$ cat config.mk
export PLATFORM = sky130hd
export DESIGN_NAME = mips_multicycle_control
export DESIGN_NICKNAME = d
export VERILOG_FILES = /design/src/rtl/mips_multicycle_control.sv
export SDC_FILE = /design/constraint.sdc
export NUM_CORES = 1
export LEC_CHECK = 0
export BUFFER_PORTS_ARGS = -buffer_cell sky130_fd_sc_hd__buf_2
export CORE_ASPECT_RATIO = 0.8
export CORE_UTILIZATION = 43
export CTS_CLUSTER_DIAMETER = 150
export DETAILED_ROUTE_END_ITERATION = 10
export HOLD_SLACK_MARGIN = 0.12
export PLACE_DENSITY = 0.72
export RECOVER_POWER = 25
export REMOVE_ABC_BUFFERS = 1
export SETUP_SLACK_MARGIN = 0.4
export SYNTH_ARGS = -nofsm -noshare
export SYNTH_HDL_FRONTEND = slang
export SYNTH_SLANG_ARGS = --single-unit
$ cat constraint.sdc
create_clock -name clk -period 1.6 [get_ports clk]
set_clock_uncertainty 0.2 [all_clocks]
set_input_delay 0.24 -clock clk [delete_from_list [all_inputs] [get_ports clk]]
set_output_delay 0.24 -clock clk [all_outputs]
set_load 0.1 [all_outputs]
$ cat src/rtl/mips_multicycle_control.sv
// Multicycle MIPS main control: Moore sequencer over the shared datapath.
// Memory-facing enables are qualified by mem_ready; all writes are gated by rst.
module mips_multicycle_control #(
    parameter int STATE_W = 4
) (
    input  logic               clk,
    input  logic               rst,
    input  logic [5:0]         Op,
    input  logic               Zero,
    input  logic               mem_ready,
    output logic               IorD,
    output logic               MemWrite,
    output logic               IRWrite,
    output logic               RegDst,
    output logic               MemtoReg,
    output logic               RegWrite,
    output logic               ALUSrcA,
    output logic [1:0]         ALUSrcB,
    output logic [2:0]         ALUOp,
    output logic               ExtOp,
    output logic [1:0]         PCSrc,
    output logic               PCEn,
    output logic               illegal_op,
    output logic [STATE_W-1:0] state
);

    typedef enum logic [3:0] {
        S_FETCH    = 4'd0,
        S_DECODE   = 4'd1,
        S_MEMADR   = 4'd2,
        S_MEMREAD  = 4'd3,
        S_MEMWB    = 4'd4,
        S_MEMWRITE = 4'd5,
        S_EXECUTE  = 4'd6,
        S_ALUWB    = 4'd7,
        S_BRANCH   = 4'd8,
        S_IEXEC    = 4'd9,
        S_IWB      = 4'd10,
        S_JUMP     = 4'd11
    } state_t;

    localparam logic [5:0] OP_R    = 6'b000000;
    localparam logic [5:0] OP_LW   = 6'b100011;
    localparam logic [5:0] OP_SW   = 6'b101011;
    localparam logic [5:0] OP_BEQ  = 6'b000100;
    localparam logic [5:0] OP_ADDI = 6'b001000;
    localparam logic [5:0] OP_ANDI = 6'b001100;
    localparam logic [5:0] OP_ORI  = 6'b001101;
    localparam logic [5:0] OP_J    = 6'b000010;

    state_t     state_q, state_d;
    logic [5:0] op_q, op_d;
    logic       op_legal;
    logic       ir_write, pc_write, branch, mem_write, reg_write;

    always_comb begin
        state_d  = state_q;
        op_d     = op_q;
        op_legal = 1'b1;
        unique case (state_q)
            S_FETCH:    if (mem_ready) state_d = S_DECODE;
            S_DECODE: begin
                op_d = Op;
                case (Op)
                    OP_LW, OP_SW:            state_d = S_MEMADR;
                    OP_R:                    state_d = S_EXECUTE;
                    OP_BEQ:                  state_d = S_BRANCH;
                    OP_ADDI, OP_ANDI, OP_ORI: state_d = S_IEXEC;
                    OP_J:                    state_d = S_JUMP;
                    default: begin
                        state_d  = S_FETCH;
                        op_legal = 1'b0;
                    end
                endcase
            end
            S_MEMADR:   state_d = (op_q == OP_LW) ? S_MEMREAD : S_MEMWRITE;
            S_MEMREAD:  if (mem_ready) state_d = S_MEMWB;
            S_MEMWRITE: if (mem_ready) state_d = S_FETCH;
            S_EXECUTE:  state_d = S_ALUWB;
            S_BRANCH:   state_d = S_FETCH;
            S_IEXEC:    state_d = S_IWB;
            default:    state_d = S_FETCH;
        endcase
    end

    always_ff @(posedge clk) begin
        if (rst) begin
            state_q <= S_FETCH;
            op_q    <= '0;
        end else begin
            state_q <= state_d;
            op_q    <= op_d;
        end
    end

    always_comb begin
        IorD      = 1'b0;
        mem_write = 1'b0;
        ir_write  = 1'b0;
        RegDst    = 1'b0;
        MemtoReg  = 1'b0;
        reg_write = 1'b0;
        ALUSrcA   = 1'b0;
        ALUSrcB   = 2'b00;
        ALUOp     = 3'b000;
        PCSrc     = 2'b00;
        pc_write  = 1'b0;
        branch    = 1'b0;
        unique case (state_q)
            S_FETCH: begin
                ALUSrcB  = 2'b01;
                ir_write = mem_ready;
                pc_write = mem_ready;
            end
            S_DECODE:   ALUSrcB = 2'b11;
            S_MEMADR: begin
                ALUSrcA = 1'b1;
                ALUSrcB = 2'b10;
            end
            S_MEMREAD:  IorD = 1'b1;
            S_MEMWB: begin
                MemtoReg  = 1'b1;
                reg_write = 1'b1;
            end
            S_MEMWRITE: begin
                IorD      = 1'b1;
                mem_write = mem_ready;
            end
            S_EXECUTE: begin
                ALUSrcA = 1'b1;
                ALUOp   = 3'b010;
            end
            S_ALUWB: begin
                RegDst    = 1'b1;
                reg_write = 1'b1;
            end
            S_BRANCH: begin
                ALUSrcA = 1'b1;
                ALUOp   = 3'b001;
                PCSrc   = 2'b01;
                branch  = 1'b1;
            end
            S_IEXEC: begin
                ALUSrcA = 1'b1;
                ALUSrcB = 2'b10;
                if (op_q == OP_ANDI)     ALUOp = 3'b011;
                else if (op_q == OP_ORI) ALUOp = 3'b100;
            end
            S_IWB:      reg_write = 1'b1;
            S_JUMP: begin
                PCSrc    = 2'b10;
                pc_write = 1'b1;
            end
            default: ;
        endcase
    end

    // Branch offsets are extended during DECODE, before op_q is loaded
    always_comb begin
        if (state_q == S_DECODE)
            ExtOp = !(Op == OP_ANDI || Op == OP_ORI);
        else
            ExtOp = !(op_q == OP_ANDI || op_q == OP_ORI);
    end

    assign IRWrite    = ir_write & ~rst;
    assign MemWrite   = mem_write & ~rst;
    assign RegWrite   = reg_write & ~rst;
    assign PCEn       = (pc_write | (branch & Zero)) & ~rst;
    assign illegal_op = (state_q == S_DECODE) & ~op_legal & ~rst;
    assign state      = STATE_W'(state_q);

endmodule

==> key figures, run 1 <==
Yosys
  – Post-Syn Instances: between 100 and 150
  – Mean post-synth cell area: about 6.5 µm²
  – Sequential fraction of the synthesis area: between 20% and 30%
  – Synth unique cells: 35
  – Yosys warns: 0
  – Synthesized area: approximately 810 µm²
  – Seq cells post-synth: 10

Die
  – Row Count: 13
  – Die Wd: about 50 µm
  – Initial core utilization: a little under half
  – Die Height: approximately 40 µm
  – IO Count: 31

Place
  – IO buf count: 30
  – Placement Cell Area: approximately 1600 µm²
  – Final HPWL DP: just over 3000 µm
  – RD Place Congestion: 0.851

Clock tree
  – Clock root buffer: clkbuf_4
  – # hold bufs at CTS: 2
  – Max Buffers Root-to-Sink: 2
  – Post_cts resized: 59
  – Num CTS Buffers: 3
  – Setup bufs post-CTS: 7
  – Clock sink count: 10
  – H-Tree Depth: 1

Outcome
  – Stop stage: clock tree synthesis
  – Run Error: [ERROR DPL-0038] Utilization greater than 100%, impossible to legalize
  – Status: did not finish
==> cells in the mapped netlist <==
library cell   n  area, µm²
nand2_1       23       86.3
a21oi_1       13       65.1
nor3_1        12       60.1
nor2_1        11       41.3
dfxtp_1       10        200
clkbuf_1       9       33.8
o21ai_0        5       25.0
nand3_1        4       20.0
inv_1          3       11.3
nand2b_1       3       18.8
or4_1          3       22.5
a211oi_1       2       15.0
and4b_1        2       20.0
nand4b_1       2       17.5
nor3b_1        2       15.0
a31oi_1        1       6.26
and2_1         1       6.26
and3_1         1       6.26
buf_2          1       5.00
mux2i_1        1       10.0
nand4_1        1       6.26
nor2b_1        1       6.26
nor3_2         1       10.0
nor4_1         1       6.26
o2111ai_1      1       8.76
o211ai_1       1       7.51
o21a_1         1       7.51
o21bai_1       1       7.51
o22a_2         1       10.0
o31a_1         1       8.76
o41ai_1        1       8.76
or2_2          1       6.26
or3_1          1       6.26
or4_4          1       11.3
xnor2_1        1       8.76
==> stage by stage <==
stage	hold slack, ps	TNS, ps	worst slack, ps	utilization [%]	std cells
3_3_place_gp	337	-3010	-505	92.7	209
2_1_floorplan	109	-39750	-3250	-	114
3_5_place_dp	355	-4950	-557	92.7	209
==> logic make-up after synthesis <==
logic type                count (synthesis)  share of synthesized area [%]
and+or+nand+nor                          71                           45.5
muxes                                     1                           1.24
DFF                                      10                           24.8
buffers and inverters                    13                           6.21
AOI/OAI and AO/OA                        28                           21.1
xor gates and xnor gates                  1                           1.09
==> run 2, diff against run 1 <==
==> config.mk (replaced) <==
export PLATFORM = sky130hd
export DESIGN_NAME = mips_multicycle_control
export DESIGN_NICKNAME = d
export VERILOG_FILES = /design/src/rtl/mips_multicycle_control.sv
export SDC_FILE = /design/constraint.sdc
export NUM_CORES = 1
export LEC_CHECK = 0
export BUFFER_PORTS_ARGS = -buffer_cell sky130_fd_sc_hd__buf_2
export CORE_AREA = 2 2 63 65
export DETAILED_ROUTE_END_ITERATION = 10
export DIE_AREA = 0 0 65 67
export PLACE_DENSITY_LB_ADDON = 0.15
export RECOVER_POWER = 25
export REMOVE_ABC_BUFFERS = 1
export SYNTH_ARGS = -nofsm -noshare
export SYNTH_HDL_FRONTEND = slang
export SYNTH_SLANG_ARGS = --single-unit
==> constraint.sdc (replaced) <==
create_clock -name clk -period 2.08 [get_ports clk]
set_clock_uncertainty 0.2 [all_clocks]
set_input_delay 0.312 -clock clk [delete_from_list [all_inputs] [get_ports clk]]
set_output_delay 0.312 -clock clk [all_outputs]
set_load 0.1 [all_outputs]
==> key figures, run 2 <==
GRT
  – Largest net degree at the start of global routing: 14
  – Number of global-route vias before repair: slightly above 900
  – First-pass GRT wire length: 4410 µm
  – GR Overflow Total: 0
  – Total track usage: about an eighth
  – Initial antenna violation count: 0

Cells and area
  – Ant. Diodes: 0
  – Final Non-Filler Cells: ~220
  – NumNets Final: between 150 and 200
  – Most frequent cells in the layout: nand2_1, buf_4, buf_12, buf_2, a21oi_1
  – Flip-flop count of the largest register after layout: 6
  – Share of cells above drive strength 1: 40.8%
  – Most common cell after layout, fill and taps aside: nand2_1
  – Register Area: roughly 210 µm²
  – Area of the multi-input gates: roughly 600 µm²
  – P&R area growth vs syn: 85.2%
  – Layout fillers: 376
  – Top reg by flops: op_q

Worst setup path
  – Startpoint Class: flip-flop
  – Worst setup EP type: output pin
  – Kind of critical path: reg2out
  – Critical path arrival: around 1900 ps
  – Critical path data required time: between 1500 and 2000 ps
  – Critical-path maximum fanout: 2

Yosys
  – Synthesized area: just over 800 µm²
  – Top_reg_cell synth: dfxtp_1
  – Top-area cell type share of the netlist area: 24.8%
  – Mean post-synth cell area: between 6 and 7 µm²
  – Post-Syn Instances: 124
  – Leading area contributor after synthesis: dfxtp_1
  – Most common cell in the synthesized netlist: nand2_1
  – Seq cells post-synth: 10
  – Post-synth EDFFs: 0
  – Largest cells by area after synthesis: dfxtp_1, nand2_1, a21oi_1
  – Synth unique cells: 35
  – Synth async-reset ratio: 0%
  – Most common library cells after synthesis: nand2_1, a21oi_1, nor3_1
  – Yosys warns: 0
  – Sequential fraction of the synthesis area: between 20% and 30%

Die
  – DIE AREA: between 4000 and 5000 µm²
  – Core ar.: roughly 3600 µm²
  – Die Height: about 67 µm
  – IO Count: 31
  – Row Count: 22
  – Initial core utilization: about 22%
  – Die Wd: around 65 µm

Place
  – Final HPWL DP: between 2000 and 2500 µm
  – IO buf count: 30
  – Worst slack at placement: -129 ps
  – RD Place Congestion: between 0.7 and 0.8
  – Placed insts: around 210

STA
  – Worst hold slack: approximately 150 ps
  – Worst setup margin: -329 ps
  – Rel. slew slack: roughly two thirds
  – Max Freq: 415 MHz
  – RSZ-0062 raised after global routing: yes
  – Final setup fails: 8
  – Endpoints failing hold: 0
  – Min Tclk post-route: 2410 ps
  – Worst-margin pin slew: roughly 490 ps
  – Crit share post-route: 116%
  – TNS Setup: -1090 ps
  – Slew Viols, Final: 0

Power and ir drop
  – Total power: around 0.00065 W
  – Pleak: 0.610 nW
  – Worst vdd ir: between 0.0002 and 0.00025 V
  – PwrDens: roughly 440 nW/µm²

Outcome
  – Failing checks: negative setup slack
  – Status: finished with violations

Clock tree
  – H-Tree Depth: 1
  – Clock root buffer: clkbuf_8
  – Num CTS Buffers: 3
  – TritonCTS clock tree: yes
  – Reg clk slew, reported paths: about 50 ps
  – # hold bufs at CTS: 0
  – Clock sink count: 10
  – Max Buffers Root-to-Sink: 2
  – Worst-skew pair later-pin latency: about 240 ps

Route
  – Drt total wl: 2560 µm
  – Via Count: 1040
  – DRT iter0 DRCs: 20
  – Vias per Instance: between 4 and 5
  – DRT Pass-1 Iters: 4
  – Detail Route Antenna Nets: 0
  – Routed len/inst: around 12 µm
  – DR DRC count: 0

Job
  – Max-cap violations: 0

Min path
  – Worst Hold Class: in2reg
[run 2: repair_timing]
item,CTS,global route
pin swaps,1,2
setup buffers,2,0
endpoints found under the setup margin,11,8
resized for setup,7,16
[run 2: cells by family after synthesis]
family          after synthesis  synth area share [%]
compound gates               28                  21.1
xor+xnor                      1                  1.09
buf+inv                      13                  6.21
flops                        10                  24.8
mux                           1                  1.24
simple gates                 71                  45.5
[run 2: final timing paths]
path         slack, ps  depth (start not counted)       end      from
max reg2reg        130                          4  state[1]  state[0]
max               -330                          4  ALUOp[1]   op_q[5]
min                150                          2  state[0]     Op[4]
min reg2reg        330                          2   op_q[0]   op_q[0]
[run 2: layer usage]
metal | vias up | part of all wire (%) | GRT usage (%)
met2 | 19 | 48 | 21.0
met5 | - | 0 | 0
met4 | 0 | 0.66 | 4.79
met3 | 2 | 4.0 | 2.36
li1 | 535 | - | -
met1 | 484 | 47 | 17.0
[run 2: cell type report]
type                            instances  share of cell area (%)
Clock buffer                            4                    3.69
Inverter                                3                   0.754
Multi-Input combinational cell        101                    40.2
Sequential cell                        10                    13.9
Tap cell                               48                    4.02
Timing Repair Buffer                   51                    37.5
[run 2: through the flow]
stage	instance area, µm²	utilization (%)
after floorplan	767	-
after global placement	1370	37.9
after detailed placement	1370	37.9
after CTS	1470	40.6
after global routing	1490	41.4
final	1490	41.4
[run 2: worst max-delay path, stage by stage, from the launching register on]
cell	delay [ps]
dfxtp_2	310
or4_4	530
or4_4	490
o21ai_2	90
clkbuf_16	220
[run 2: power breakdown]
part | internal [W] | switching, W | total, W | leakage [nW]
registers | 0.000199 | 0.00000876 | 0.000208 | 0.0838
clock network | 0.000167 | 0.0000823 | 0.000249 | 0.0288
logic | 0.0000673 | 0.000127 | 0.000194 | 0.497
No activity file was read; power rests on OpenSTA's default activity.
